$ cat config.mk
export PLATFORM = sky130hd
export DESIGN_NAME = uart_tx_tick
export DESIGN_NICKNAME = d
export VERILOG_FILES = /design/src/rtl/uart_tx_tick_pkg.sv /design/src/rtl/uart_tx_tick.sv
export SDC_FILE = /design/constraint.sdc
export NUM_CORES = 1
export LEC_CHECK = 0
export BUFFER_PORTS_ARGS = -buffer_cell sky130_fd_sc_hd__buf_4
export CAP_MARGIN = 20
export CORE_MARGIN = 2
export CORE_UTILIZATION = 56
export DETAILED_ROUTE_END_ITERATION = 16
export PLACE_DENSITY = 0.84
export SLEW_MARGIN = 20
export SYNTH_ARGS = -nofsm -noshare
export SYNTH_HDL_FRONTEND = slang
export SYNTH_SLANG_ARGS = --single-unit
$ cat constraint.sdc
create_clock -name CLK50MHZ -period 2.1 [get_ports CLK50MHZ]
set_clock_uncertainty 0.05 [all_clocks]
set_input_delay 0.105 -clock CLK50MHZ [delete_from_list [all_inputs] [get_ports CLK50MHZ]]
set_output_delay 0.105 -clock CLK50MHZ [all_outputs]
set_load 0.01 [all_outputs]
$ cat src/rtl/uart_tx_tick_pkg.sv
// Shared definitions for the tick-driven UART: FSM state encoding, parity modes
// and the parity helper (kept here so the future receiver can reuse them).
package uart_tx_tick_pkg;

  localparam logic [2:0] ST_IDLE   = 3'd0;
  localparam logic [2:0] ST_SYNC   = 3'd1;
  localparam logic [2:0] ST_START  = 3'd2;
  localparam logic [2:0] ST_DATA   = 3'd3;
  localparam logic [2:0] ST_PARITY = 3'd4;
  localparam logic [2:0] ST_STOP   = 3'd5;

  localparam int PARITY_NONE = 0;
  localparam int PARITY_EVEN = 1;
  localparam int PARITY_ODD  = 2;

  // Word is zero-extended to 8 bits, which leaves the XOR unchanged.
  function automatic logic parity_bit(input logic [7:0] word, input int mode);
    logic p;
    p = ^word;
    if (mode == PARITY_ODD) begin
      p = ~p;
    end else begin
      p = p;
    end
    return p;
  endfunction

endpackage

$ cat src/rtl/uart_tx_tick.sv
// Byte-oriented UART transmitter; every bit cell lasts one period of the external
// bit-rate tick, so the baud rate is set entirely by the upstream divider.
module uart_tx_tick
  import uart_tx_tick_pkg::*;
#(
  parameter int DATA_BITS = 8,
  parameter int PARITY    = 0,
  parameter int STOP_BITS = 1
) (
  input  logic                 CLK50MHZ,
  input  logic                 RST_N,
  input  logic                 tick,
  input  logic [DATA_BITS-1:0] data,
  input  logic                 valid,
  output logic                 ready,
  output logic                 tx,
  output logic                 done
);

  localparam int CW = $clog2(DATA_BITS + 1);
  localparam logic [CW-1:0] LAST_BIT  = CW'(DATA_BITS);
  localparam logic [1:0]    LAST_STOP = 2'(STOP_BITS);

  logic [2:0]           state_q, state_d;
  logic [DATA_BITS-1:0] shreg_q, shreg_d;
  logic [CW-1:0]        bitcnt_q, bitcnt_d;
  logic [1:0]           stopcnt_q, stopcnt_d;
  logic                 par_q, par_d;
  logic                 tx_q, tx_d;
  logic                 done_q, done_d;
  logic                 ready_q, ready_d;
  logic [7:0]           data_ext_s;

  // Zero-extend the payload so the parity helper sees a fixed width.
  always_comb begin
    data_ext_s = 8'h00;
    data_ext_s[DATA_BITS-1:0] = data;
  end

  // Next-state logic: everything past IDLE advances only on tick.
  always_comb begin
    state_d   = state_q;
    shreg_d   = shreg_q;
    bitcnt_d  = bitcnt_q;
    stopcnt_d = stopcnt_q;
    par_d     = par_q;
    tx_d      = tx_q;
    done_d    = 1'b0;
    case (state_q)
      ST_IDLE: begin
        tx_d = 1'b1;
        if (valid) begin
          shreg_d = data;
          par_d   = parity_bit(data_ext_s, PARITY);
          state_d = ST_SYNC;
        end else begin
          state_d = ST_IDLE;
        end
      end
      ST_SYNC: begin
        // The start edge waits for a fresh tick so it is tick-aligned.
        if (tick) begin
          tx_d    = 1'b0;
          state_d = ST_START;
        end else begin
          state_d = ST_SYNC;
        end
      end
      ST_START: begin
        if (tick) begin
          tx_d     = shreg_q[0];
          shreg_d  = {1'b0, shreg_q[DATA_BITS-1:1]};
          bitcnt_d = CW'(1);
          state_d  = ST_DATA;
        end else begin
          state_d = ST_START;
        end
      end
      ST_DATA: begin
        if (tick) begin
          if (bitcnt_q == LAST_BIT) begin
            if (PARITY != PARITY_NONE) begin
              tx_d    = par_q;
              state_d = ST_PARITY;
            end else begin
              tx_d      = 1'b1;
              stopcnt_d = 2'd1;
              state_d   = ST_STOP;
            end
          end else begin
            tx_d     = shreg_q[0];
            shreg_d  = {1'b0, shreg_q[DATA_BITS-1:1]};
            bitcnt_d = bitcnt_q + CW'(1);
            state_d  = ST_DATA;
          end
        end else begin
          state_d = ST_DATA;
        end
      end
      ST_PARITY: begin
        if (tick) begin
          tx_d      = 1'b1;
          stopcnt_d = 2'd1;
          state_d   = ST_STOP;
        end else begin
          state_d = ST_PARITY;
        end
      end
      ST_STOP: begin
        if (tick) begin
          if (stopcnt_q == LAST_STOP) begin
            done_d  = 1'b1;
            state_d = ST_IDLE;
          end else begin
            stopcnt_d = stopcnt_q + 2'd1;
            state_d   = ST_STOP;
          end
        end else begin
          state_d = ST_STOP;
        end
      end
      default: begin
        tx_d    = 1'b1;
        state_d = ST_IDLE;
      end
    endcase
    ready_d = (state_d == ST_IDLE);
  end

  // State and output registers; reset abandons any frame with the line idle-high.
  always_ff @(posedge CLK50MHZ or negedge RST_N) begin
    if (!RST_N) begin
      state_q   <= ST_IDLE;
      shreg_q   <= '0;
      bitcnt_q  <= '0;
      stopcnt_q <= 2'd0;
      par_q     <= 1'b0;
      tx_q      <= 1'b1;
      done_q    <= 1'b0;
      ready_q   <= 1'b1;
    end else begin
      state_q   <= state_d;
      shreg_q   <= shreg_d;
      bitcnt_q  <= bitcnt_d;
      stopcnt_q <= stopcnt_d;
      par_q     <= par_d;
      tx_q      <= tx_d;
      done_q    <= done_d;
      ready_q   <= ready_d;
    end
  end

  assign tx    = tx_q;
  assign done  = done_q;
  assign ready = ready_q;

endmodule

==> flow_metrics.py <==
metrics = {
    "yosys": {
        "synth-edff-count": 0,
        "synth_cells": 108,
        "synth_top_family_by_area": "simple AND/OR/NAND/NOR gates",
        "synth_simple_gate_area_share": 0.167,
        "avgSynthCellArea_um2": 10.6,
        "synth-xor-area-share": 0,
        "ys_types": 39,
        "yosysSeqAreaShare": 0.439,
        "synth_warnings": 0,
        "synthArstFlopShare": 1.00,
        "synthMuxAreaShare": 0.155,
        "synth_compound_area_frac": 0.144,
        "synthAdderAreaFrac": 0.0328,
        "synth-main-ff-cell": "dfrtp_1",
        "postSynthNetCount": 123,
        "netlist_area_mm2": 0.00115,
        "ys_seq_elements": 20,
    },
    "detailed_routing": {
        "finalWirelength_mm": 2.12,
        "vias": 853,
        "drc_errors": 0,
        "via_per_inst": 5.69,
        "firstDrtPassIters": 4,
        "drtIter0Drc": 23,
        "final_antenna_net_count": 0,
        "routedWlPerCell_um": 14.1,
    },
    "placed_design": {
        "gp_congestion": 0.833,
        "io_buffers": 14,
        "dp_hpwl_mm": 1.57,
        "dp_cells": 144,
        "dp_worst_setup_slack_ns": 0.326,
        "placed_area_mm2": 0.00126,
    },
    "grt": {
        "grt_overflow": 0,
        "grt_usage": 0.207,
        "grt_pass1_wl_mm": 3.88,
        "grt_pass1_vias": 865,
        "grt_max_degree": 21,
        "antenna_found_initial": 0,
    },
    "timing": {
        "setup_viol": 0,
        "fin_crit_ns": 1.79,
        "fin_ws_ns": 0.308,
        "tightest_slew_ns": 0.396,
        "rsz0062_at_grt": "no",
        "finalSetupTns_ns": 0,
        "finalCritPeriodShare": 0.853,
        "finalHoldViolCount": 0,
        "slew_viol_final": 0,
        "relSlewSlack": 0.736,
        "max_freq_mhz": 558,
    },
    "layout": {
        "utilization": 0.679,
        "seq_area_um2": 503,
        "layout_commonest_cell": "dfrtp_1",
        "nFillCells": 154,
        "fin_area_mm2": 0.00132,
        "instances_no_fill": 150,
        "fin_nets": 139,
        "n_antenna_cell": 0,
        "multi_input_area_um2": 572,
        "final_cell_mix": "18 x dfrtp_1, 16 x buf_4, 14 x mux2_2, 9 x inv_1",
        "area_growth_syn_to_layout_pct": 15.1,
        "layout-drive-gt1-share": 0.325,
    },
    "clock_network": {
        "ctsResizeCount": 0,
        "tritoncts": "yes",
        "cts_buffer_depth": 2,
        "clock_latency_ns": 0.31,
        "cts_sinks": 20,
        "clkTransAtPathRegs_ns": 0.11,
        "cts_hold_buffers": 2,
        "cts_buffers": 3,
        "cts_root_buf": "clkbuf_4",
        "post-cts-setup-buffers": 0,
        "htree_num_levels": 1,
    },
    "floorplanning": {
        "core_area_mm2": 0.00194,
        "fp.dieArea_mm2": 0.00242,
        "die_h_um": 49.2,
        "pin_count": 15,
        "die_w_um": 49.2,
        "rows": 16,
        "start_util": 0.590,
    },
    "pwr": {
        "p_leak_uw": 0.000629,
        "p_per_area_mw_per_mm2": 1060,
        "ir_drop_v": 0.000592,
    },
    "setup_path": {
        "required_ns": 2.25,
        "rrSetupSlack_ns": 0.31,
        "crit_path_max_incr_delay_ns": 0.62,
        "cp_max_fo": 13,
        "startpoint_type": "flip-flop",
        "path_class": "reg2reg",
        "cp-end-kind": "flip-flop",
        "arrival_ns": 1.95,
        "cp_slowest_cell": "or4b_4",
        "cp_top_family": "simple AND/OR/NAND/NOR gates",
        "crit_chain": "or4b_4 -> o21ai_4 -> mux2_2",
        "path_buf_inv": 0,
    },
    "worst_hold_path": {
        "hold_path_class": "in2reg",
    },
    "run": {
        "maxCapViolCount": 0,
    },
    "run_status": {
        "status": "finished, final reports clean",
    },
}
-- cell families (layout without fill, tap and decap cells) --
logic type               Yosys count  in the layout
AO/OA/AOI/OAI                     22             22
adder cells (fa/ha/maj)            3              3
buffers and inverters             16             31
flip-flops                        20             20
multiplexers                      16             16
AND/OR/NAND/NOR                   31             31
-- synth_stat cells, types with 3 or more instances --
cell / count / share of area
ha_1: 3 / 0.033
nand3_1: 3 / 0.013
nor3_1: 3 / 0.013
buf_2: 3 / 0.013
nand2_1: 5 / 0.016
clkbuf_1: 3 / 0.0098
mux2_2: 14 / 0.14
nor2_1: 4 / 0.013
dfrtp_1: 18 / 0.39
inv_1: 9 / 0.029
a21oi_1: 3 / 0.013
nor2b_1: 5 / 0.027
o21ai_0: 4 / 0.017
-- where the power goes --
group	switching (uW)	total (uW)	internal, uW	leakage (uW)
clock network	119	225	106	0.0000210
registers	108	613	506	0.000249
logic	259	556	296	0.000359
-- final timing paths --
path                                 startpoint                endpoint  cells past startpoint
setup / recovery           state_q[1]$_DFF_PN0_  shreg_q[1]$_DFFE_PN0P_                      3
hold reg to reg                  tx$_DFFE_PN1P_          tx$_DFFE_PN1P_                      2
hold / removal                          data[7]  shreg_q[7]$_DFFE_PN0P_                      3
setup reg to reg           state_q[1]$_DFF_PN0_  shreg_q[1]$_DFFE_PN0P_                      3
min in group asynchronous                 RST_N  shreg_q[6]$_DFFE_PN0P_                      2
max in group asynchronous                 RST_N         ready$_DFF_PN1_                      2
-- registers in the layout (all words and copies together) (netlist names) --
signal / cells
shreg_q: 8
ready: 1
done: 1
tx: 1
bitcnt_q: 4
state_q: 3
stopcnt_q: 2
-- routing by layer --
layer  track usage  up-vias  wire length, um
met1         0.271      418              974
met2         0.347       11             1070
met5             0        -                0
met4        0.0714        0               34
met3        0.0307        3               40
li1              -      421                -
-- final cells by class --
cell class              instances  area share
clock buffers                   4      0.0275
inverters                       9      0.0256
multi-input cells              72       0.434
flip-flops and latches         20       0.381
well taps                      27      0.0256
repair buffers                 18       0.106
-- worst min-delay path, delay by kind of cell --
| family | cells | cell delay (ns) |
|---|---|---|
| buffers and inverters | 2 | 0.16 |
| AOI/OAI and AO/OA | 1 | 0.09 |
-- through the flow --
step,hold slack (ns),total power [uW]
2_1_floorplan,-0.241,1050
3_3_place_gp,-0.0537,1140
3_5_place_dp,-0.0511,1170
4_1_cts,0.0184,1400
5_1_grt,0.0602,1520
6_report,0.0302,1390
No activity file was read; power rests on OpenSTA's default activity.
